$ cat src/rtl/serial_arith_pkg.sv
// serial_arith_pkg -- shared definitions for the bit-serial adder.
//   ST_IDLE / ST_RUN / ST_DONE : state encodings
//   state_e                    : FSM state type (also used on the debug port)
package serial_arith_pkg;

  localparam logic [1:0] ST_IDLE = 2'd0;
  localparam logic [1:0] ST_RUN  = 2'd1;
  localparam logic [1:0] ST_DONE = 2'd2;

  typedef enum logic [1:0] {
    IDLE = ST_IDLE,
    RUN  = ST_RUN,
    DONE = ST_DONE
  } state_e;

endpackage

$ cat src/rtl/serial_adder_if.sv
// serial_adder_if -- request/result bundle of the bit-serial adder.
//   start      : request; accepted on a rising edge while the adder is idle or done
//   a, b, cin  : operands, only meaningful at the accepting edge
//   busy       : high while bits are being processed (start is ignored then)
//   done       : one-cycle pulse; sum/cout are valid in that cycle and hold afterwards
//   sum, cout  : registered result
// Handshake: start is a request with no ready; it is taken whenever busy is low
// at the edge. done is a valid pulse with no back-pressure.
interface serial_adder_if #(
  parameter int WIDTH = 8
);
  logic             start;
  logic [WIDTH-1:0] a;
  logic [WIDTH-1:0] b;
  logic             cin;
  logic             busy;
  logic             done;
  logic [WIDTH-1:0] sum;
  logic             cout;

  modport master (output start, a, b, cin, input busy, done, sum, cout);
  modport slave  (input start, a, b, cin, output busy, done, sum, cout);
endinterface

$ cat src/rtl/fa_cell.sv
// fa_cell -- combinational one-bit full adder.
//   a_i, b_i, cin_i : addend bits and carry-in
//   s_o             : sum bit
//   cout_o          : carry-out (majority of the three inputs)
module fa_cell (
  input  logic a_i,
  input  logic b_i,
  input  logic cin_i,
  output logic s_o,
  output logic cout_o
);

  assign s_o    = a_i ^ b_i ^ cin_i;
  assign cout_o = (a_i & b_i) | (a_i & cin_i) | (b_i & cin_i);

endmodule

$ cat src/rtl/serial_adder.sv
// serial_adder -- bit-serial WIDTH-bit adder, LSB first, one bit per clock.
//   clk     : rising-edge clock
//   rst     : asynchronous active-high reset
//   bus     : slave side of serial_adder_if (start/a/b/cin in, busy/done/sum/cout out)
//   state_o : debug view of the FSM state
// Latency: start accepted at edge k, RUN covers edges k+1..k+WIDTH, done is
// high in the cycle after edge k+WIDTH. A start during DONE reloads directly.
module serial_adder
  import serial_arith_pkg::*;
#(
  parameter int WIDTH = 8
) (
  input  logic           clk,
  input  logic           rst,
  serial_adder_if.slave  bus,
  output state_e         state_o
);

  localparam int CNT_W = $clog2(WIDTH + 1);
  localparam logic [CNT_W-1:0] LAST_BIT = CNT_W'(WIDTH - 1);

  state_e           state_q, state_d;
  logic [WIDTH-1:0] areg_q, areg_d;
  logic [WIDTH-1:0] breg_q, breg_d;
  logic [WIDTH-1:0] sreg_q, sreg_d;
  logic             carry_q, carry_d;
  logic [CNT_W-1:0] cnt_q, cnt_d;
  logic [WIDTH-1:0] sum_q, sum_d;
  logic             cout_q, cout_d;

  logic             bit_s;
  logic             bit_c;
  logic [WIDTH-1:0] sreg_shift;

  fa_cell u_fa (
    .a_i    (areg_q[0]),
    .b_i    (breg_q[0]),
    .cin_i  (carry_q),
    .s_o    (bit_s),
    .cout_o (bit_c)
  );

  // New bit enters at the MSB; written as a shift of the concatenation so the
  // same expression also covers WIDTH=1.
  assign sreg_shift = WIDTH'({bit_s, sreg_q} >> 1);

  always_ff @(posedge clk or posedge rst) begin
    if (rst) begin
      state_q <= IDLE;
      areg_q  <= '0;
      breg_q  <= '0;
      sreg_q  <= '0;
      carry_q <= 1'b0;
      cnt_q   <= '0;
      sum_q   <= '0;
      cout_q  <= 1'b0;
    end else begin
      state_q <= state_d;
      areg_q  <= areg_d;
      breg_q  <= breg_d;
      sreg_q  <= sreg_d;
      carry_q <= carry_d;
      cnt_q   <= cnt_d;
      sum_q   <= sum_d;
      cout_q  <= cout_d;
    end
  end

  always_comb begin
    state_d = state_q;
    areg_d  = areg_q;
    breg_d  = breg_q;
    sreg_d  = sreg_q;
    carry_d = carry_q;
    cnt_d   = cnt_q;
    sum_d   = sum_q;
    cout_d  = cout_q;
    case (state_q)
      IDLE, DONE: begin
        state_d = IDLE;
        if (bus.start) begin
          areg_d  = bus.a;
          breg_d  = bus.b;
          carry_d = bus.cin;
          cnt_d   = '0;
          state_d = RUN;
        end
      end
      RUN: begin
        // start is deliberately not looked at here.
        sreg_d  = sreg_shift;
        areg_d  = areg_q >> 1;
        breg_d  = breg_q >> 1;
        carry_d = bit_c;
        cnt_d   = cnt_q + CNT_W'(1);
        if (cnt_q == LAST_BIT) begin
          // Result registers update only on the way into DONE.
          sum_d   = sreg_shift;
          cout_d  = bit_c;
          state_d = DONE;
        end
      end
      default: state_d = IDLE;
    endcase
  end

  assign bus.busy = (state_q == RUN);
  assign bus.done = (state_q == DONE);
  assign bus.sum  = sum_q;
  assign bus.cout = cout_q;
  assign state_o  = state_q;

endmodule

$ cat src/flat_wrapper.sv
// flat-port wrapper written by rule: the top's interface ports become plain ports
module serial_adder_flat import serial_arith_pkg::*;
#(
  parameter int WIDTH = 8
)
  (clk, rst, state_o, bus_start, bus_a, bus_b, bus_cin, bus_busy, bus_done, bus_sum, bus_cout);
  serial_adder_if #(.WIDTH(WIDTH)) bus_i ();
  input  logic clk;
  input  logic rst;
  output state_e state_o;
  input wire logic [$bits(bus_i.start)-1:0] bus_start;
  input wire logic [$bits(bus_i.a)-1:0] bus_a;
  input wire logic [$bits(bus_i.b)-1:0] bus_b;
  input wire logic [$bits(bus_i.cin)-1:0] bus_cin;
  output wire logic [$bits(bus_i.busy)-1:0] bus_busy;
  output wire logic [$bits(bus_i.done)-1:0] bus_done;
  output wire logic [$bits(bus_i.sum)-1:0] bus_sum;
  output wire logic [$bits(bus_i.cout)-1:0] bus_cout;
  assign bus_i.start = bus_start;
  assign bus_i.a = bus_a;
  assign bus_i.b = bus_b;
  assign bus_i.cin = bus_cin;
  assign bus_busy = bus_i.busy;
  assign bus_done = bus_i.done;
  assign bus_sum = bus_i.sum;
  assign bus_cout = bus_i.cout;
  serial_adder #(.WIDTH(WIDTH)) u_core (.clk(clk), .rst(rst), .bus(bus_i), .state_o(state_o));
endmodule
$ cat config.mk
export PLATFORM = sky130hd
export DESIGN_NAME = serial_adder_flat
export DESIGN_NICKNAME = d
export VERILOG_FILES = /design/src/rtl/serial_arith_pkg.sv /design/src/rtl/serial_adder_if.sv /design/src/rtl/fa_cell.sv /design/src/rtl/serial_adder.sv /design/src/flat_wrapper.sv
export SDC_FILE = /design/constraint.sdc
export NUM_CORES = 1
export LEC_CHECK = 0
export ABC_CLOCK_PERIOD_IN_PS = 2700
export BUFFER_PORTS_ARGS = -buffer_cell sky130_fd_sc_hd__clkbuf_2
export CORE_MARGIN = 1.5
export CORE_UTILIZATION = 57
export CTS_CLUSTER_DIAMETER = 60
export DETAILED_ROUTE_END_ITERATION = 7
export MAX_ROUTING_LAYER = met4
export PLACE_DENSITY = 0.82
export SLEW_MARGIN = 0
export SYNTH_ARGS = -nofsm -noshare
export SYNTH_HDL_FRONTEND = slang
export SYNTH_SLANG_ARGS = --single-unit
$ cat constraint.sdc
create_clock -name clk -period 2.7 [get_ports clk]
set_input_delay 0.135 -clock clk [delete_from_list [all_inputs] [get_ports clk]]
set_output_delay 0.135 -clock clk [all_outputs]
set_load 0.03 [all_outputs]
# == After elaboration in Yosys (flattened, before gate mapping) ==
# Cells that the tools add are included.
# op_classes
reduce_logical,5
shifts,0
add_sub_neg,1
eq_ne,5
div_mod_pow,0
n_lt_le_gt_ge,0
mux,11
bitwise_logic,7
mul,0
# ops
op,count
one-hot mux 8 bit (2 select lines),2
2-to-1 mux 8 bit,2
one-hot mux 4 bit (2 select lines),1
"adder 4 x 1 -> 4 bit, second input constant",1
"equality test 4 x 3 -> 1 bit, second input constant",1
2-to-1 mux 4 bit,1
one-hot mux 2 bit (2 select lines),1
AND reduction 2 bit,2
bitwise AND 1 bit,3
"equality test 2 x 1 -> 1 bit, second input constant",1
"equality test 2 bit, second input constant",1
zero test 2 bit,1
2-to-1 mux 1 bit,2
2-to-1 mux 2 bit,1
"!= test 2 x 1 -> 1 bit, second input constant",1
"!= test 2 bit, second input constant",1
OR 1 bit,2
one-hot mux 1 bit (2 select lines),1
nonzero test 2 bit,1
OR reduction 2 bit,1
bitwise XOR 1 bit,2
# totals
inputBits,20
output_inout_bits,13
romBits,0
latchBits,0
reg_bits,40
ram_bits,0
word_cells,37
mem_count,0

# == Longest topological paths before layout ==
# Gate-level depths: netlist of the first run.
# depth
ltp_word,4
ltp_mapped,5
mapped_depth_nobuf,4

# == Hierarchy ==
# Synthesis of the first run repeated with hierarchy kept, for this count alone.
# hier_totals
cells_unflattened,114
area_unflattened_um2,1631.6
# modules_own_cells
module,instances,cells_per_inst,seq_area_each_um2,area_each_um2
serial_adder,1,113,975.9,1611.5
fa_cell,1,1,0.0,20.0

# == Least setup slack after synthesis of the first run ==
# No wires, ideal clock.
# synth_timing
path_kind,register to register
start,"reg u_core.state_q[1], in the netlist u_core.state_o[1]"
end,reg u_core.sreg_q[1]
path_buffers,2
required_time_ns,2.575
arrival_ns,1.424
synth_period_minus_slack_ns,1.549
stages_incl_launch_ff,5
setup_slack_ns,1.151
setup_ns,0.125
path_cell_list,dfrtp_1 > and2b_1 > buf_4 > buf_6 > mux2_2
# synth_between
elab_chain_cells,1
# synth_lines
item,line,text
from (decl),serial_adder.sv:22,"state_e state_q, state_d;"
from (signal assigned),serial_adder.sv:58,state_q <= state_d;
equality test 2 x 1 -> 1 bit,n/a,
via bus_busy,flat_wrapper.sv:15,output wire logic [$bits(bus_i.busy)-1:0] bus_busy;
to (signal assigned),serial_adder.sv:61,sreg_q <= sreg_d;
to (decl),serial_adder.sv:25,"logic [WIDTH-1:0] sreg_q, sreg_d;"
# The timed path passes the listed nets, and every way through them passes these cells.
# A chain may end at the register's enable or synchronous reset.

# == Worst setup path after layout of the first run ==
# layout_timing
start,reg u_core.cnt_q[1]
end,"reg u_core.sum_q[5], in the netlist u_core.bus.sum[5]"
# layout_between
elab_chain_cells,2
# layout_lines
item,line,text
from (decl),serial_adder.sv:27,"logic [CNT_W-1:0] cnt_q, cnt_d;"
from (signal assigned),serial_adder.sv:63,cnt_q <= cnt_d;
equality test 4 x 3 -> 1 bit,serial_adder.sv:96,if (cnt_q == LAST_BIT) begin
AND reduction 2 bit (no line),n/a,
to (signal assigned),serial_adder.sv:64,sum_q <= sum_d;
to (decl),serial_adder.sv:28,"logic [WIDTH-1:0] sum_q, sum_d;"
# Every way passes these cells.

==> results_dict.tcl, run 1 <==
set metrics [dict create \
    initial_core_util 0.595 \
    placed_area_mm2 0.00180 \
    maxCapViolCount 0 \
    crit_fanout 10 \
    clk_transition_reported_paths_ns 0.11 \
    fillCellCount 212 \
    worstPathCellList "ha_1, nand2_1, nor3b_2, mux2_2" \
    power.density_mw_per_mm2 1300 \
    grt_pass1_vias 1176 \
    finalClockSkew_ns 0.0117 \
    syn_inst 114 \
    ys_seq_area_frac 0.600 \
    grt_pass1_wl_mm 5.45 \
    cp.required_ns 2.94 \
    gp_congestion 0.769 \
    outcome "complete, no violations" \
    drtPass1Iterations 4 \
    die_w_um 56.4 \
    h-tree-depth 2 \
    arrival_ns 2.15 \
    setup_viol 0 \
    die_h_um 56.4 \
    hold_viol 0 \
    cts_sinks 39 \
    multi_input_area_um2 597 \
    wl_per_cell_um 16.9 \
    synth_seq_cells 39 \
    synth_cell_type_count 19 \
    fp-row-count 19 \
    root_buffer "clkbuf_4" \
    reg2reg_slack_ns 0.79 \
    die-area_mm2 0.00318 \
    fin_area_mm2 0.00189 \
    period_minus_slack_ns 1.91 \
    fin_tns_setup_ns 0 \
    n_antenna_cell 0 \
    ys_warn_count 0 \
    hold_class "primary input to flip-flop" \
    syn_to_final_growth_pct 16.6 \
    detail_route.iter0.violations 30 \
    final_cell_mix "dfrtp_1, clkbuf_2, a22o_1, mux2_2, a21o_1" \
    yosys.area.top_type_share 0.600 \
    leakagePower_nw 1.02 \
    fmax_ghz 0.525 \
    io_pins 33 \
    cts_tree "done" \
    max_slew_margin 0.453 \
    start_kind "flip-flop" \
    post_cts_resized 0 \
    core_mm2 0.00273 \
    hpwl_mm 2.04 \
    route.detailed.drc 0 \
    layout_commonest_cell "dfrtp_1" \
    max-clock-path-buffers 2 \
    yosysTopAreaCell "dfrtp_1" \
    fin_util 0.693 \
    crit_path_max_incr_delay_ns 0.70 \
    seq_area_um2 976 \
    via_count 1051 \
    period_share 0.706 \
    drt_wl_total_mm 3.08 \
    grt_start_max_net_pins 40 \
    syn-num-nets 136 \
    syn_area_per_cell_um2 14.3 \
    slowest_stage "nor3b_2" \
    drive_gt1_frac 0.411 \
    ir_drop_v 0.00111 \
    overflow 0 \
    final_nets 172 \
    antenna_found_initial 0 \
    end_kind "flip-flop" \
    worst_pin_slew_ns 0.817 \
    postRouteAntennaNets 0 \
    port_buffers 32 \
    drv_slew 0 \
    grtUsageTotal 0.241 \
    vias_per_cell 5.77 \
    synthTopCellsByArea "dfrtp_1, mux2_2, a22o_1" \
    rsz0062_at_grt "false" \
    path_class "flip-flop to flip-flop" \
    numCtsBuffers 5 \
    clk-insertion-delay-late_ns 0.35 \
    syn-cell-area_mm2 0.00163 \
]
[worst paths after layout]
path                                  startpoint                 to  cells after the start
worst max-delay path             u_core.cnt_q[1]  u_core.bus.sum[5]                      4
worst min-delay path                    bus_b[7]   u_core.breg_q[7]                      2
worst max register to register   u_core.cnt_q[1]  u_core.bus.sum[5]                      4
worst min register to register  u_core.areg_q[5]   u_core.areg_q[5]                      1
max in group asynchronous                    rst  u_core.state_o[1]                      4
min in group asynchronous                    rst  u_core.bus.sum[7]                      4
[state kept, by name, summed over array words and instances, names as in the netlist]
name,cells
u_core.areg_q,8
u_core.breg_q,8
u_core.bus.cout,1
u_core.bus.sum,8
u_core.carry_q,1
u_core.cnt_q,4
u_core.sreg_q,7
u_core.state_o,2
[metrics by stage]
| step | instances | worst slack (ns) | power, W | hold WS, ns |
|---|---|---|---|---|
| 5_1_grt | 182 | 0.633 | 0.00264 | 0.0231 |
| 2_1_floorplan | 114 | 1.15 | 0.00183 | 0.268 |
| 3_3_place_gp | 173 | 0.941 | 0.00200 | 0.238 |
| 6_report | 182 | 0.795 | 0.00246 | 0.0246 |
| 3_5_place_dp | 173 | 0.800 | 0.00207 | 0.259 |
| 4_1_cts | 182 | 0.793 | 0.00249 | 0.0191 |
[Yosys cell counts, drive strengths merged]
master,instances
o21ai,1
a21o,15
nor3b,1
and2b,1
nand2b,1
nor2,1
dfrtp,39
mux2,17
mux2i,2
a22o,19
buf,7
inv,1
fa,1
nand2,3
nor2b,3
nand4,1
ha,1
[layer usage]
layer | share of wire | vias up | GRT usage
li1 | - | 491 | -
met1 | 0.41 | 526 | 0.286
met2 | 0.52 | 30 | 0.380
met3 | 0.051 | 4 | 0.0783
met4 | 0.019 | 0 | 0.102
met5 | 0 | - | -
[power by group]
group          switching (W)  total [W]  internal (W)
Sequential          0.000175    0.00103      0.000856
Clock               0.000192   0.000410      0.000219
Combinational       0.000535    0.00102      0.000489
Total               0.000901    0.00246       0.00156
[kinds of logic (layout without fill, tap and decap cells)]
group,after synthesis,count (layout),share of synthesized area
fa+ha+maj,2,2,0.0200
buf+inv,8,45,0.0323
flops,39,39,0.600
compound gates,35,35,0.175
mux,19,19,0.130
simple gates,11,11,0.0423
[worst max-delay path, delay by kind of cell (launching register included)]
kind / cells / cell delay [ns]
adder cells (fa/ha/maj): 1 / 0.20
flip-flops: 1 / 0.41
multiplexers: 1 / 0.42
AND/OR/NAND/NOR: 2 / 0.78
[timing repair]
action                                 in CTS  in global routing
hold buffers                                1                  0
endpoints found under the hold margin      39                  0
buffers inserted                            0                  0
[cell type report]
type                       count  share of cell area
sequential                    39               0.515
multi-input combinational     67               0.315
timing repair buffer          36               0.102
clock buffer                   6              0.0271
tap                           31              0.0205
clock inverter                 2              0.0185
inverter                       1             0.00198
No activity file was read; power rests on OpenSTA's default activity.
==> run 2, diff against run 1 <==
--- a/config.mk
+++ b/config.mk
@@ -5,14 +5,14 @@
 export SDC_FILE = /design/constraint.sdc
 export NUM_CORES = 1
 export LEC_CHECK = 0
-export ABC_CLOCK_PERIOD_IN_PS = 2700
+export ABC_CLOCK_PERIOD_IN_PS = 1540
 export BUFFER_PORTS_ARGS = -buffer_cell sky130_fd_sc_hd__clkbuf_2
 export CORE_MARGIN = 1.5
-export CORE_UTILIZATION = 57
+export CORE_UTILIZATION = 48
 export CTS_CLUSTER_DIAMETER = 60
 export DETAILED_ROUTE_END_ITERATION = 7
 export MAX_ROUTING_LAYER = met4
-export PLACE_DENSITY = 0.82
+export PLACE_DENSITY = 0.74
 export SLEW_MARGIN = 0
 export SYNTH_ARGS = -nofsm -noshare
 export SYNTH_HDL_FRONTEND = slang
==> constraint.sdc (replaced) <==
create_clock -name clk -period 1.54 [get_ports clk]
set_input_delay 0.077 -clock clk [delete_from_list [all_inputs] [get_ports clk]]
set_output_delay 0.077 -clock clk [all_outputs]
set_load 0.03 [all_outputs]
==> run 2 against run 1 <==
  * The run now ends with setup timing left
  * Routed wire length decreased by 9.1%
  * Fmax is 23% higher
  * First-iteration DRC count unchanged
  * Largest cell class unchanged
  * Critical endpoint is now u_core.cnt_q[0]
==> results_dict.tcl, run 2 (synthesis gave the netlist of run 1 again) <==
set metrics [dict create \
    grt_start_max_net_pins 40 \
    slowest_stage "nor2_2" \
    maxCapViolCount 0 \
    reg2reg_slack_ns -0.02 \
    clk-insertion-delay-late_ns 0.34 \
    drv_slew 0 \
    crit_path_max_incr_delay_ns 0.58 \
    n_antenna_cell 0 \
    grtUsageTotal 0.186 \
    period_share 1.01 \
    drt_wl_total_mm 2.80 \
    timing.hold.ws_ns 0.0268 \
    gp_congestion 0.734 \
    setup_viol 2 \
    fin_util 0.620 \
    initial_core_util 0.520 \
    die_w_um 61.2 \
    vias_per_cell 5.32 \
    worst_pin_slew_ns 0.712 \
    wl_per_cell_um 13.9 \
    cp.required_ns 1.83 \
    cp_top_family "simple AND/OR/NAND/NOR gates" \
    numCtsBuffers 5 \
    crit_fanout 19 \
    fp-row-count 20 \
    max_slew_margin 0.525 \
    core_mm2 0.00313 \
    start_kind "flip-flop" \
    die_h_um 61.2 \
    cts_sinks 39 \
    fin_area_mm2 0.00194 \
    grt_pass1_wl_mm 4.75 \
    layout_setup_ws_ns -0.0152 \
    fin_total_pwr_w 0.00412 \
    path_class "flip-flop to flip-flop" \
    arrival_ns 1.84 \
    drive_gt1_frac 0.408 \
    drtPass1Iterations 5 \
    layout.cells.non_filler 201 \
    fillCellCount 259 \
    via_count 1070 \
    ir_drop_v 0.000829 \
    route.detailed.drc 0 \
    io_pins 33 \
    die-area_mm2 0.00374 \
    end_kind "flip-flop" \
    max-clock-path-buffers 2 \
    multi_input_area_um2 597 \
    period_minus_slack_ns 1.56 \
    fmax_ghz 0.643 \
    hold_viol 0 \
    postRouteAntennaNets 0 \
    worstPathCellList "and2b_1, nor2_2, mux2_2" \
    overflow 0 \
    root_buffer "clkbuf_4" \
    final_cell_mix "dfrtp_1, clkbuf_2, a22o_1, mux2_2, a21o_1" \
    power.density_mw_per_mm2 2120 \
    syn_to_final_growth_pct 19.4 \
    h-tree-depth 2 \
    dp_cells 188 \
    rsz0062_at_grt "true" \
    leakagePower_nw 1.03 \
    seq_area_um2 977 \
    hold_class "primary input to flip-flop" \
    grt_pass1_vias 1090 \
    placed_area_mm2 0.00183 \
    final_nets 179 \
    clk_transition_reported_paths_ns 0.10 \
    finalClockSkew_ns 0.00612 \
    layout_commonest_cell "dfrtp_1" \
    hpwl_mm 1.91 \
    detail_route.iter0.violations 30 \
    antenna_found_initial 0 \
    port_buffers 32 \
    cts_tree "done" \
    violations "setup timing" \
    worst-path-buf-inv 0 \
    outcome "finished with violations" \
]
run 2: cell types whose count changed in the layout (fill, tap and decap cells not counted), sizes merged:
| cell | delta |
|---|---|
| clkinv | -1 |
| buf | +4 |
| bufinv | -1 |
| dlygate4sd3 | +3 |
| clkbuf | +1 |
run 2: worst paths after layout:
path                                    from                 to  cells after the start
min in group asynchronous                rst    u_core.cnt_q[3]                      4
max in group asynchronous                rst  u_core.state_o[1]                      4
max reg2reg                u_core.state_o[0]    u_core.cnt_q[0]                      3
min reg2reg                 u_core.areg_q[3]   u_core.areg_q[3]                      1
max                        u_core.state_o[0]    u_core.cnt_q[0]                      3
min                                 bus_a[3]   u_core.areg_q[3]                      3
run 2: routing by layer:
| layer | vias up | routed length (um) | global-route usage |
|---|---|---|---|
| met4 | 0 | 53 | 0.0870 |
| met2 | 24 | 1340 | 0.278 |
| met1 | 531 | 1270 | 0.226 |
| met3 | 7 | 138 | 0.0651 |
| met5 | - | 0 | - |
| li1 | 508 | - | - |
run 2: through the flow:
step                      worst slack [ns]  TNS [ns]
after global routing                -0.135     -2.09
after detailed placement           0.00314         0
after global placement              0.0522         0
after floorplan                    0.00274         0
final                              -0.0152   -0.0227
after CTS                          -0.0370   -0.0634
run 2: worst reg2reg max path: stages (launching register included):
cell     delay (ns)
dfrtp_1        0.42
and2b_1        0.22
nor2_2         0.58
mux2_2         0.28
run 2: power breakdown:
group          switching (W)  internal, W
clock               0.000304     0.000172
combinational       0.000928     0.000929
sequential          0.000287      0.00150
run 2: area by class of cell:
cell class / instances / share of cell area
inverters: 1 / 0.00193
flip-flops and latches: 39 / 0.504
clock buffers: 7 / 0.0232
repair buffers: 43 / 0.135
multi-input cells: 67 / 0.308
well taps: 44 / 0.0284
run 2: what timing repair did:
item	CTS	global route
hold buffers	4	0
gates resized for setup	2	1
setup endpoints to repair	2	29
setup buffers	0	2
endpoints found under the hold margin	42	0
==> run 3, diff against run 2 <==
--- a/config.mk
+++ b/config.mk
@@ -13,6 +13,7 @@
 export DETAILED_ROUTE_END_ITERATION = 7
 export MAX_ROUTING_LAYER = met4
 export PLACE_DENSITY = 0.74
+export SETUP_SLACK_MARGIN = 0.02
 export SLEW_MARGIN = 0
 export SYNTH_ARGS = -nofsm -noshare
 export SYNTH_HDL_FRONTEND = slang
==> run 3 against run 2 <==
  * The flow now finishes without violations
  * Fmax up 5.4%
  * Register-to-register slack better by 0.08 ns
  * First-iteration DRC count unchanged
  * Final area up 2.8%
  * Flip-flop and latch count unchanged
  * Setup slack better by 0.080 ns
  * Cell count up 1.5%
  * Critical path depth up 1
  * Routed wire length up 3.2%
  * Clock-buffer cell count up 1
  * Global-route usage up 0.11 points
  * Combinational power up 5%
==> results_dict.tcl, run 3 (synthesis gave the netlist of run 1 again) <==
set metrics [dict create \
    antenna_found_initial 0 \
    fin_area_mm2 0.00199 \
    numCtsBuffers 5 \
    hold_viol 0 \
    worst-path-buf-inv 1 \
    layout_commonest_cell "dfrtp_1" \
    period_share 0.958 \
    postRouteAntennaNets 0 \
    worst_pin_slew_ns 0.470 \
    period_minus_slack_ns 1.48 \
    start_kind "flip-flop" \
    h-tree-depth 2 \
    met2_usage 0.283 \
    fin_util 0.638 \
    die_w_um 61.2 \
    wl_per_cell_um 14.1 \
    slowest_stage "dfrtp_2" \
    gr-usage-met3 0.0693 \
    finalClockSkew_ns 0.00622 \
    ir_drop_v 0.000826 \
    port_buffers 32 \
    vias_per_cell 5.35 \
    grt_pass1_wl_mm 4.77 \
    setup_viol 0 \
    syn_to_final_growth_pct 22.7 \
    die_h_um 61.2 \
    cp.required_ns 1.77 \
    cts_tree "done" \
    dp_cells 189 \
    hold_class "primary input to flip-flop" \
    layout.cells.non_filler 204 \
    path_class "flip-flop to flip-flop" \
    max-clock-path-buffers 2 \
    drt_wl_total_mm 2.88 \
    maxCapViolCount 0 \
    drive_gt1_frac 0.444 \
    use_met1 0.229 \
    final_cell_mix "dfrtp_1, clkbuf_2, a22o_1, mux2_2, a21o_1" \
    route.detailed.drc 0 \
    gp_congestion 0.758 \
    placed_area_mm2 0.00185 \
    core_mm2 0.00313 \
    grt_pass1_vias 1087 \
    io_pins 33 \
    cp_top_family "simple AND/OR/NAND/NOR gates" \
    die-area_mm2 0.00374 \
    fin_total_pwr_w 0.00434 \
    drv_slew 0 \
    overflow 0 \
    root_buffer "clkbuf_4" \
    layout_setup_ws_ns 0.0646 \
    crit_fanout 10 \
    place_ws_ns 0.0216 \
    leakagePower_nw 1.06 \
    top_usage_layer "met2" \
    cts_sinks 39 \
    hpwl_mm 1.89 \
    initial_core_util 0.520 \
    fmax_ghz 0.678 \
    max_slew_margin 0.687 \
    outcome "complete, no violations" \
    grt_start_max_net_pins 40 \
    crit_path_max_incr_delay_ns 0.41 \
    power.density_mw_per_mm2 2180 \
    n_antenna_cell 0 \
    final_nets 181 \
    clk-insertion-delay-late_ns 0.34 \
    rsz0062_at_grt "true" \
    end_kind "flip-flop" \
    detail_route.iter0.violations 30 \
    worstPathCellList "and2b_2, nor3b_2, buf_6, mux2_2" \
    arrival_ns 1.71 \
    fp-row-count 20 \
    via_count 1092 \
    clk_transition_reported_paths_ns 0.11 \
    grtUsageTotal 0.187 \
    drtPass1Iterations 4 \
]
[run 3: what timing repair did]
| item | CTS | global route |
|---|---|---|
| hold endpoints to repair | 42 | 0 |
| hold buffers | 4 | 0 |
| resized for setup | 2 | 2 |
| setup endpoints to repair | 9 | 10 |
| setup buffers | 1 | 2 |
[run 3: final timing paths]
check                      cells after the start                end               from  slack (ns)
max                                            4  u_core.bus.sum[5]  u_core.state_o[1]        0.06
min reg2reg                                    1   u_core.areg_q[2]   u_core.areg_q[2]        0.49
min in group asynchronous                      4  u_core.state_o[0]                rst        0.36
min                                            3   u_core.areg_q[3]           bus_a[3]        0.03
max reg2reg                                    4  u_core.bus.sum[5]  u_core.state_o[1]        0.06
max in group asynchronous                      4  u_core.state_o[1]                rst        0.84
[run 3: final cells by class]
cell class	count	area, um2
fillers	255	1130
inverters	1	3.75
repair buffers	45	288
clock buffers	8	68.8
flip-flops and latches	39	978
multi-input cells	67	601
well taps	44	55.1
[run 3: worst register-to-register path: cells and delay by family, from the launching register on]
kind / cells / cell delay [ns]
and+or+nand+nor: 2 / 0.44
buffers and inverters: 1 / 0.17
muxes: 1 / 0.34
DFF: 1 / 0.41
[run 3: per-layer routing]
layer | up-vias | part of all wire
met3 | 5 | 0.048
met5 | - | 0
li1 | 510 | -
met1 | 548 | 0.46
met2 | 29 | 0.47
met4 | 0 | 0.017
[run 3: where the power goes]
group | switching (W) | internal (W) | leakage [nW] | total [W]
Clock | 0.000313 | 0.000269 | 0.0386 | 0.000582
Combinational | 0.000958 | 0.000998 | 0.534 | 0.00196
Sequential | 0.000301 | 0.00150 | 0.486 | 0.00181
[run 3: through the flow]
stage,TNS (ns),hold WS [ns]
floorplan,0,0.209
global placement,0,0.189
detailed placement,0,0.205
CTS,0,0.0124
global route,-0.00312,0.0115
finish,0,0.0260
